File: src/rtl/router_pkg.sv
// Shared router definitions: packet layout, default widths and arbiter state encoding.
package router_pkg;

    localparam int unsigned DefUwidth   = 8;
    localparam int unsigned DefPtrInSz  = 4;

    localparam int unsigned OffSrc      = 0;
    localparam int unsigned OffDst      = 1;
    localparam int unsigned OffSize     = 2;
    localparam int unsigned OffData     = 3;
    localparam int unsigned MaxPktWords = 11;

    typedef enum logic {
        StIdle = 1'b0,
        StLock = 1'b1
    } arb_state_e;

    // The CRC word follows the payload, so its offset depends on the packet size field.
    function automatic int unsigned crc_offset(input int unsigned size);
        return OffData + size;
    endfunction

endpackage

File: src/rtl/packet_arbiter_if.sv
// Sender-side link of the packet arbiter: data/empty towards the sender, pop/address back.
interface packet_arbiter_if
    import router_pkg::*;
#(
    parameter int unsigned UWIDTH    = DefUwidth,
    parameter int unsigned PTR_IN_SZ = DefPtrInSz
) ();

    logic                 s_rempty;
    logic [UWIDTH-1:0]    s_rdata;
    logic                 s_rinc;
    logic [PTR_IN_SZ-1:0] s_raddr_in;
    logic                 s_abort;

    modport master (
        output s_rempty,
        output s_rdata,
        output s_abort,
        input  s_rinc,
        input  s_raddr_in
    );

    modport slave (
        input  s_rempty,
        input  s_rdata,
        input  s_abort,
        output s_rinc,
        output s_raddr_in
    );

endinterface

File: src/rtl/rr_picker.sv
// Combinational round-robin picker: first requester after `last`, wrapping mod NPORTS.
module rr_picker #(
    parameter int unsigned NPORTS = 4
) (
    input  logic [NPORTS-1:0]         req_i,
    input  logic [$clog2(NPORTS)-1:0] last_i,
    output logic                      valid_o,
    output logic [NPORTS-1:0]         sel_o
);

    localparam int unsigned LW = $clog2(NPORTS);

    logic [LW-1:0] idx;

    always_comb begin
        valid_o = 1'b0;
        sel_o   = '0;
        idx     = '0;
        for (int unsigned k = 1; k <= NPORTS; k++) begin
            idx = LW'((32'(last_i) + k) % NPORTS);
            if (!valid_o && req_i[idx]) begin
                valid_o    = 1'b1;
                sel_o[idx] = 1'b1;
            end
        end
    end

endmodule

File: src/rtl/packet_arbiter.sv
// Packet-granular round-robin arbiter sharing one packet sender between NPORTS FIFOs,
// with a watchdog that releases a grant the sender never closes.
module packet_arbiter
    import router_pkg::*;
#(
    parameter int unsigned NPORTS    = 4,
    parameter int unsigned UWIDTH    = DefUwidth,
    parameter int unsigned PTR_IN_SZ = DefPtrInSz,
    parameter int unsigned TIMEOUT   = 64
) (
    input  logic                     clk,
    input  logic                     rst,
    input  logic [NPORTS-1:0]        f_rempty,
    input  logic [NPORTS*UWIDTH-1:0] f_rdata,
    output logic [NPORTS-1:0]        f_rinc,
    output logic [PTR_IN_SZ-1:0]     f_raddr_in,
    packet_arbiter_if.master         sif,
    output logic [NPORTS-1:0]        grant,
    output logic                     busy
);

    localparam int unsigned LW  = $clog2(NPORTS);
    localparam int unsigned WdW = (TIMEOUT == 0) ? 1 : $clog2(TIMEOUT + 1);
    localparam logic [WdW-1:0] WdLast = (TIMEOUT == 0) ? '0 : WdW'(TIMEOUT - 1);

    arb_state_e        state_q, state_d;
    logic [NPORTS-1:0] grant_q, grant_d;
    logic [LW-1:0]     last_q, last_d;
    logic [WdW-1:0]    wd_cnt_q, wd_cnt_d;

    logic              pick_valid;
    logic [NPORTS-1:0] pick_sel;
    logic [LW-1:0]     gidx;
    logic              wd_fire;

    rr_picker #(
        .NPORTS (NPORTS)
    ) u_picker (
        .req_i   (~f_rempty),
        .last_i  (last_q),
        .valid_o (pick_valid),
        .sel_o   (pick_sel)
    );

    always_comb begin
        gidx = '0;
        for (int unsigned i = 0; i < NPORTS; i++) begin
            if (grant_q[i]) gidx = LW'(i);
        end
    end

    assign wd_fire = (TIMEOUT != 0) && (wd_cnt_q == WdLast);

    always_comb begin
        state_d      = state_q;
        grant_d      = grant_q;
        last_d       = last_q;
        wd_cnt_d     = wd_cnt_q;
        f_rinc       = '0;
        sif.s_rempty = 1'b1;
        sif.s_rdata  = '0;
        sif.s_abort  = 1'b0;

        unique case (state_q)
            StIdle: begin
                if (pick_valid) begin
                    grant_d  = pick_sel;
                    wd_cnt_d = '0;
                    state_d  = StLock;
                end
            end
            StLock: begin
                sif.s_rempty = f_rempty[gidx];
                sif.s_rdata  = f_rdata[int'(gidx)*UWIDTH +: UWIDTH];
                if (wd_cnt_q != '1) wd_cnt_d = wd_cnt_q + 1'b1;
                // A real pop always beats the watchdog; the abort path leaves the packet queued.
                if (sif.s_rinc) begin
                    f_rinc[gidx] = 1'b1;
                    last_d       = gidx;
                    grant_d      = '0;
                    state_d      = StIdle;
                end else if (wd_fire) begin
                    sif.s_abort = 1'b1;
                    last_d      = gidx;
                    grant_d     = '0;
                    state_d     = StIdle;
                end
            end
            default: state_d = StIdle;
        endcase
    end

    always_ff @(posedge clk or negedge rst) begin
        if (!rst) begin
            state_q  <= StIdle;
            grant_q  <= '0;
            last_q   <= LW'(NPORTS - 1);
            wd_cnt_q <= '0;
        end else begin
            state_q  <= state_d;
            grant_q  <= grant_d;
            last_q   <= last_d;
            wd_cnt_q <= wd_cnt_d;
        end
    end

    assign grant      = grant_q;
    assign busy       = (state_q == StLock);
    assign f_raddr_in = sif.s_raddr_in;

endmodule

File: src/flat_wrapper.sv
// flat-port wrapper written by rule: the top's interface ports become plain ports
module packet_arbiter_flat import router_pkg::*;
#(
    parameter int unsigned NPORTS    = 4,
    parameter int unsigned UWIDTH    = DefUwidth,
    parameter int unsigned PTR_IN_SZ = DefPtrInSz,
    parameter int unsigned TIMEOUT   = 64
)
  (clk, rst, f_rempty, f_rdata, f_rinc, f_raddr_in, grant, busy, sif_s_rempty, sif_s_rdata, sif_s_abort, sif_s_rinc, sif_s_raddr_in);
  packet_arbiter_if #(.UWIDTH(UWIDTH), .PTR_IN_SZ(PTR_IN_SZ)) sif_i ();
  input  logic clk;
  input  logic rst;
  input  logic [NPORTS-1:0] f_rempty;
  input  logic [NPORTS*UWIDTH-1:0] f_rdata;
  output logic [NPORTS-1:0] f_rinc;
  output logic [PTR_IN_SZ-1:0] f_raddr_in;
  output logic [NPORTS-1:0] grant;
  output logic busy;
  output wire logic [$bits(sif_i.s_rempty)-1:0] sif_s_rempty;
  output wire logic [$bits(sif_i.s_rdata)-1:0] sif_s_rdata;
  output wire logic [$bits(sif_i.s_abort)-1:0] sif_s_abort;
  input wire logic [$bits(sif_i.s_rinc)-1:0] sif_s_rinc;
  input wire logic [$bits(sif_i.s_raddr_in)-1:0] sif_s_raddr_in;
  assign sif_s_rempty = sif_i.s_rempty;
  assign sif_s_rdata = sif_i.s_rdata;
  assign sif_s_abort = sif_i.s_abort;
  assign sif_i.s_rinc = sif_s_rinc;
  assign sif_i.s_raddr_in = sif_s_raddr_in;
  packet_arbiter #(.NPORTS(NPORTS), .UWIDTH(UWIDTH), .PTR_IN_SZ(PTR_IN_SZ), .TIMEOUT(TIMEOUT)) u_core (.clk(clk), .rst(rst), .f_rempty(f_rempty), .f_rdata(f_rdata), .f_rinc(f_rinc), .f_raddr_in(f_raddr_in), .sif(sif_i), .grant(grant), .busy(busy));
endmodule
File: config.mk
export PLATFORM = sky130hd
export DESIGN_NAME = packet_arbiter_flat
export DESIGN_NICKNAME = d
export VERILOG_FILES = /design/src/rtl/router_pkg.sv /design/src/rtl/packet_arbiter_if.sv /design/src/rtl/rr_picker.sv /design/src/rtl/packet_arbiter.sv /design/src/flat_wrapper.sv
export SDC_FILE = /design/constraint.sdc
export NUM_CORES = 1
export LEC_CHECK = 0
export BUFFER_PORTS_ARGS = -buffer_cell sky130_fd_sc_hd__buf_2
export CORE_AREA = 2 2 52 74
export CTS_BUF_LIST = sky130_fd_sc_hd__clkbuf_4 sky130_fd_sc_hd__clkbuf_8
export CTS_CLUSTER_DIAMETER = 50
export DETAILED_ROUTE_END_ITERATION = 7
export DIE_AREA = 0 0 54 76
export HOLD_SLACK_MARGIN = 0.15
export PLACE_DENSITY = 0.72
export SLEW_MARGIN = 10
export SYNTH_ARGS = -nofsm -noshare
export SYNTH_HDL_FRONTEND = slang
export SYNTH_SLANG_ARGS = --single-unit
File: constraint.sdc
create_clock -name clk -period 4 [get_ports clk]
set_input_delay 0.6 -clock clk [delete_from_list [all_inputs] [get_ports clk]]
set_output_delay 0.6 -clock clk [all_outputs]
set_load 0.05 [all_outputs]
# Word-level counts from Yosys, hierarchy flattened
# Index checks and enable logic that the tools add are counted.
# W data, S select, Z words.
dict set report totals {
  register_bits 14
  output_inout_bits 23
}
dict set report classes {
  n_addsub 5
  n_lt_le_gt_ge 10
  eq_ne 5
  shifts 1
  muxes 51
  bitwise 5
  n_reduce_logical 15
}
# op n
set ops {}
lappend ops {{$mux W4} 9}
lappend ops {{$shiftx A32 B6 Y8} 1}
lappend ops {{$mux W1} 22}
lappend ops {{$lt A2 B3 Y1 const B} 5}
lappend ops {{$mux W7} 2}
lappend ops {{$pmux W7 S2} 1}
lappend ops {{$or A4 B4 Y4} 3}
lappend ops {{$bmux W1 S2} 5}
lappend ops {{$demux W1 S2} 5}
lappend ops {{$ge A2 B1 Y1 const B} 5}
lappend ops {{$logic_and A1 B1 Y1} 8}
lappend ops {{$mux W2} 4}
lappend ops {{$mux W8} 1}
lappend ops {{$pmux W4 S2} 1}
lappend ops {{$add A7 B1 Y7 const B} 1}
lappend ops {{$eq A7 B6 Y1 const B} 1}
lappend ops {{$ne A7 B7 Y1 const B} 1}
lappend ops {{$reduce_and A2 Y1} 3}
lappend ops {{$add A2 B1 Y2 const B} 2}
lappend ops {{$add A2 B2 Y2 const B} 2}
lappend ops {{$not A4 Y4} 1}
lappend ops {{$logic_not A1 Y1} 3}
lappend ops {{$ne A3 B3 Y1 const B} 1}
lappend ops {{$ne A2 B1 Y1 const B} 1}
lappend ops {{other kinds (4)} 4}

# Depth between registers and ports, before layout
dict set report depth {
  depth_word 15
  mapped_depth 8
  depth_no_buf 7
}

# Modules after synthesis
# Synthesis repeated with hierarchy kept, for this count alone.
dict set report unflattened {
  hier_cells 182
  hier_area_um2 1552.7
}
# mod instances cells_per_inst area_each_um2 seq_area_each_um2
set modules_own_cells {}
lappend modules_own_cells {packet_arbiter 1 134 1137.3 352.8}
lappend modules_own_cells {rr_picker 1 48 415.4 0.0}

# Worst setup path before layout
# OpenSTA, ideal clock, no wires.
dict set report synth_timing {
  path_kind {flip-flop to output port}
  start {register u_core.grant_q[1], in the netlist u_core.grant[1]}
  end {output port f_rinc[1]}
  t_arrival_ns 2.762
  t_required_ns 3.400
  setup_slack_ns 0.638
  stages_incl_launch_ff 4
  n_path_buf 2
  path_cell_list {dfrtp_1 -> clkbuf_1 -> buf_2 -> nor4b_1}
}
dict set report synth_via {
  elab_chain_cells 9
  elab_cells_between_ends 10
  classes_between {order compare (2); mux (7); reduce/logical (1)}
}
# element line
set synth_rtl {}
lappend synth_rtl {{start, declared} packet_arbiter.sv:27} ;# logic [NPORTS-1:0] grant_q, grant_d;
lappend synth_rtl {{start signal, assigned} packet_arbiter.sv:101} ;# grant_q <= grant_d;
lappend synth_rtl {{$mux W1 (*)} packet_arbiter.sv:48} ;# if (grant_q[i]) gidx = LW'(i);
lappend synth_rtl {{$mux W2 (*) (2 in a row)} packet_arbiter.sv:48}
lappend synth_rtl {{$lt A2 B3 Y1 (not written as such) or $ge A2 B1 Y1 (tied branches)} packet_arbiter.sv:78} ;# f_rinc[gidx] = 1'b1;
lappend synth_rtl {{$logic_and A1 B1 Y1 (not written as such)} packet_arbiter.sv:78}
lappend synth_rtl {{$mux W1 (not written as such)} packet_arbiter.sv:78}
lappend synth_rtl {{$demux W1 S2 (*)} -}
lappend synth_rtl {{$mux W4 (*)} packet_arbiter.sv:77} ;# if (sif.s_rinc) begin
lappend synth_rtl {{$mux W4 (*)} packet_arbiter.sv:64} ;# unique case (state_q)
lappend synth_rtl {{end, declared} flat_wrapper.sv:15} ;# output logic [NPORTS-1:0] f_rinc;
# Every way passes the cells marked *; elsewhere a longest branch is shown, timed or not.

# Final worst setup path
dict set report layout_timing {
  start {register u_core.grant_q[1], in the netlist u_core.grant[1]}
  end {output port sif_s_rdata[0]}
}
dict set report layout_via {
  elab_chain_cells 5
}
# element line
set layout_rtl {}
lappend layout_rtl {{$mux W1} packet_arbiter.sv:48}
lappend layout_rtl {{$mux W2 (2 in a row)} packet_arbiter.sv:48}
lappend layout_rtl {{$shiftx A32 B6 Y8} packet_arbiter.sv:74} ;# sif.s_rdata = f_rdata[int'(gidx)*UWIDTH +: UWIDTH];
lappend layout_rtl {{$mux W8} packet_arbiter.sv:64}
lappend layout_rtl {{end, declared} flat_wrapper.sv:20} ;# output wire logic [$bits(sif_i.s_rdata)-1:0] sif_s_rdata;
# Every way passes these cells.

==> reports/qor.yml <==
status:
  outcome: "finished, final reports clean"
sta:
  worst_pin_slew_ps: 694.8
  rsz0062_at_grt: "false"
  min_period_ps: 2570
  slew_headroom_pct: 53.68
  fin_hold_ws_ps: 237.1
  finClkSkew_ps: 1.491
  fmax_ghz: 0.3891
  finalCritPeriodShare_pct: 64.25
  tns_ps: 0
  hold_violations: 0
  maxSlewViolCount: 0
  setup_viol: 0
setup_path:
  critPathCaptureType: "output pin"
  max_stage_delay_ps: 760
  worst-setup-path-type: "reg -> out"
  crit_family: "flip-flops"
  path_cells: "mux2i_1, nor2_1, a21oi_1, o21ai_0, and2_1, buf_2"
  critPathArrivalTime_ps: 1970
  required_ps: 3400
  critPathBufInv: 1
  cp_max_fo: 14
  startpoint_type: "register"
  cp_slowest_cell: "dfrtp_1"
synth:
  postSynthCellCount: 189
  yosysSeqAreaShare_pct: 24.54
  syn_nets: 241
  synth.distinct_cells: 35
  ys_warn_count: 0
  synth_edf_count: 0
  synth_top_flop_cell: "dfrtp_1"
  ys_ff_latch: 14
  syn_area_um2: 1438
  synthArstFlopShare_pct: 100.0
  postSynthAreaPerCell_um2: 7.607
clock_tree:
  cts_resized: 0
  clkLatencyLatePin_ps: 240
  cts_max_path_buffers: 2
  cts_sinks: 14
  cts.htree.levels: 1
  cts.clk_slew.worst_paths_ps: 60
  cts_hold_buf: 0
  post_cts_buffers: 0
  cts-root-buf: "clkbuf_8"
  numCtsBuffers: 3
  cts_tree: "yes"
finish:
  drive_gt1_share_pct: 28.26
  diodes: 0
  fin_area_um2: 1727
  fillerInstances: 368
  syn_to_final_growth_pct: 20.10
  layout.nets: 283
place:
  place_area_um2: 1672
  numPortBuffers: 57
  hpwl_mm: 2.788
  gp_congestion: 0.8919
global_routing:
  antenna_found_initial: 0
  grt_pass1_wl_mm: 5.678
  grt.overflow.total: 0
  grt_pass1_vias: 1416
  grt_max_degree: 27
  grt.total_usage_pct: 17.71
detailed_routing:
  routed_wl_mm: 3.537
  drc: 0
  post_drt_wl_per_cell_um: 13.00
  dr_total_vias: 1503
  ant_nets: 0
  drt_first_pass_iters: 4
  avgViaCountPerCell: 5.526
  drt_iter0_markers: 62
die:
  initial_core_util_pct: 40.92
  rows: 26
  fp.dieW_um: 54
  core_area_um2: 3513
  die-area_um2: 4104
  die_height_um: 76
  ios: 66
power_and_ir_drop:
  peakVddDrop_uv: 356.3
  pwr_density_cell_nw_per_um2: 713.9
  leakage_nw: 0.7963
run:
  cap_violations: 0
min_path:
  min_path_type: "in -> async"
## layout by cell type, fill, tap and decap left out, types with 5 or more instances in the layout
cell	netlist	layout
nand3_1	9	9
o2111ai_1	5	5
mux2i_1	11	11
nor2_1	20	20
buf_2	3	57
nand2_1	14	14
dfrtp_1	12	12
inv_1	6	6
a21oi_1	16	16
and2_1	9	9
ha_1	9	9
a211oi_1	5	5
o21ai_0	15	15
## routing by layer
layer	track usage (%)	wire length, um	share of wire [%]
met5	0	0	0
met4	7.500	64	1.8
met3	0.7843	305	8.6
met2	32.80	1732	49
met1	19.60	1434	41
## final cells by class
| type | count | area [um^2] | area share [%] |
|---|---|---|---|
| Multi-Input combinational cell | 149 | 958.4 | 55.51 |
| Sequential cell | 14 | 352.8 | 20.43 |
| Clock buffer | 4 | 55.05 | 3.188 |
| Inverter | 6 | 22.52 | 1.304 |
| Tap cell | 42 | 52.55 | 3.043 |
| Timing Repair Buffer | 57 | 285.3 | 16.52 |
## flip-flops by register name, summed over array words and instances, names as in the netlist
register	count
u_core.busy	1
u_core.last_q	2
u_core.grant	4
u_core.wd_cnt_q	7
## cell families (layout without fill, tap and decap cells)
| family | Yosys count | after routing | share of synthesized area [%] |
|---|---|---|---|
| AND/OR/NAND/NOR | 70 | 70 | 24.02 |
| multiplexers | 12 | 12 | 9.226 |
| adder cells (fa/ha/maj) | 9 | 9 | 7.833 |
| buffers and inverters | 26 | 67 | 8.790 |
| AO/OA/AOI/OAI | 58 | 58 | 25.59 |
| flip-flops | 14 | 14 | 24.54 |
## synth_stat cells (2+ instances only)
master,count,area [um^2]
nor4_1,4,25.02
and3_1,3,18.77
a221o_1,4,40.04
nor2_1,20,75.07
a21oi_1,16,80.08
and2_1,9,56.30
buf_4,4,30.03
o21ai_1,4,20.02
dfstp_2,2,52.55
dfrtp_1,12,300.3
nand4_1,2,12.51
mux2i_1,11,110.1
clkbuf_2,2,10.01
nand3_1,9,45.04
inv_1,6,22.52
clkbuf_1,10,37.54
nor2b_1,4,25.02
nand2_1,14,52.55
o2111ai_1,5,43.79
o21ai_0,15,75.07
nor3_1,2,10.01
a211oi_1,5,37.54
a31oi_1,4,25.02
buf_2,3,15.01
ha_1,9,112.6
## worst paths after layout
| kind | slack [ps] | to | cells after the start | from |
|---|---|---|---|---|
| worst max register to register | 1630 | u_core.grant[1]$_DFFE_PN0P_ | 7 | u_core.last_q[0]$_DFFE_PN1P_ |
| min in group clk | 500 | u_core.wd_cnt_q[0]$_DFFE_PN0P_ | 1 | u_core.wd_cnt_q[0]$_DFFE_PN0P_ |
| worst min-delay path | 240 | u_core.wd_cnt_q[1]$_DFFE_PN0P_ | 1 | rst |
| worst min register to register | 500 | u_core.wd_cnt_q[0]$_DFFE_PN0P_ | 1 | u_core.wd_cnt_q[0]$_DFFE_PN0P_ |
| worst max-delay path | 1430 | sif_s_rdata[0] | 6 | u_core.grant[1]$_DFFE_PN0P_ |
| max in group asynchronous | 3480 | u_core.last_q[1]$_DFFE_PN1P_ | 1 | rst |
## stage by stage
step	total power, mW	util, %	std cells	worst slack [ps]
floorplan	0.9526	-	189	637.6
global placement	1.094	47.58	268	1685
detailed placement	1.100	47.58	268	1665
CTS	1.237	49.15	272	1404
global route	1.328	49.15	272	1258
finish	1.233	49.15	272	1430
## power by group
group / switching [mW] / total [mW] / leakage (nW) / internal [mW]
combinational: 0.511 / 0.772 / 0.589 / 0.262
clock: 0.0490 / 0.136 / 0.0288 / 0.0871
sequential: 0.137 / 0.324 / 0.178 / 0.187
Note: power is estimated with default switching activity, not from simulation.
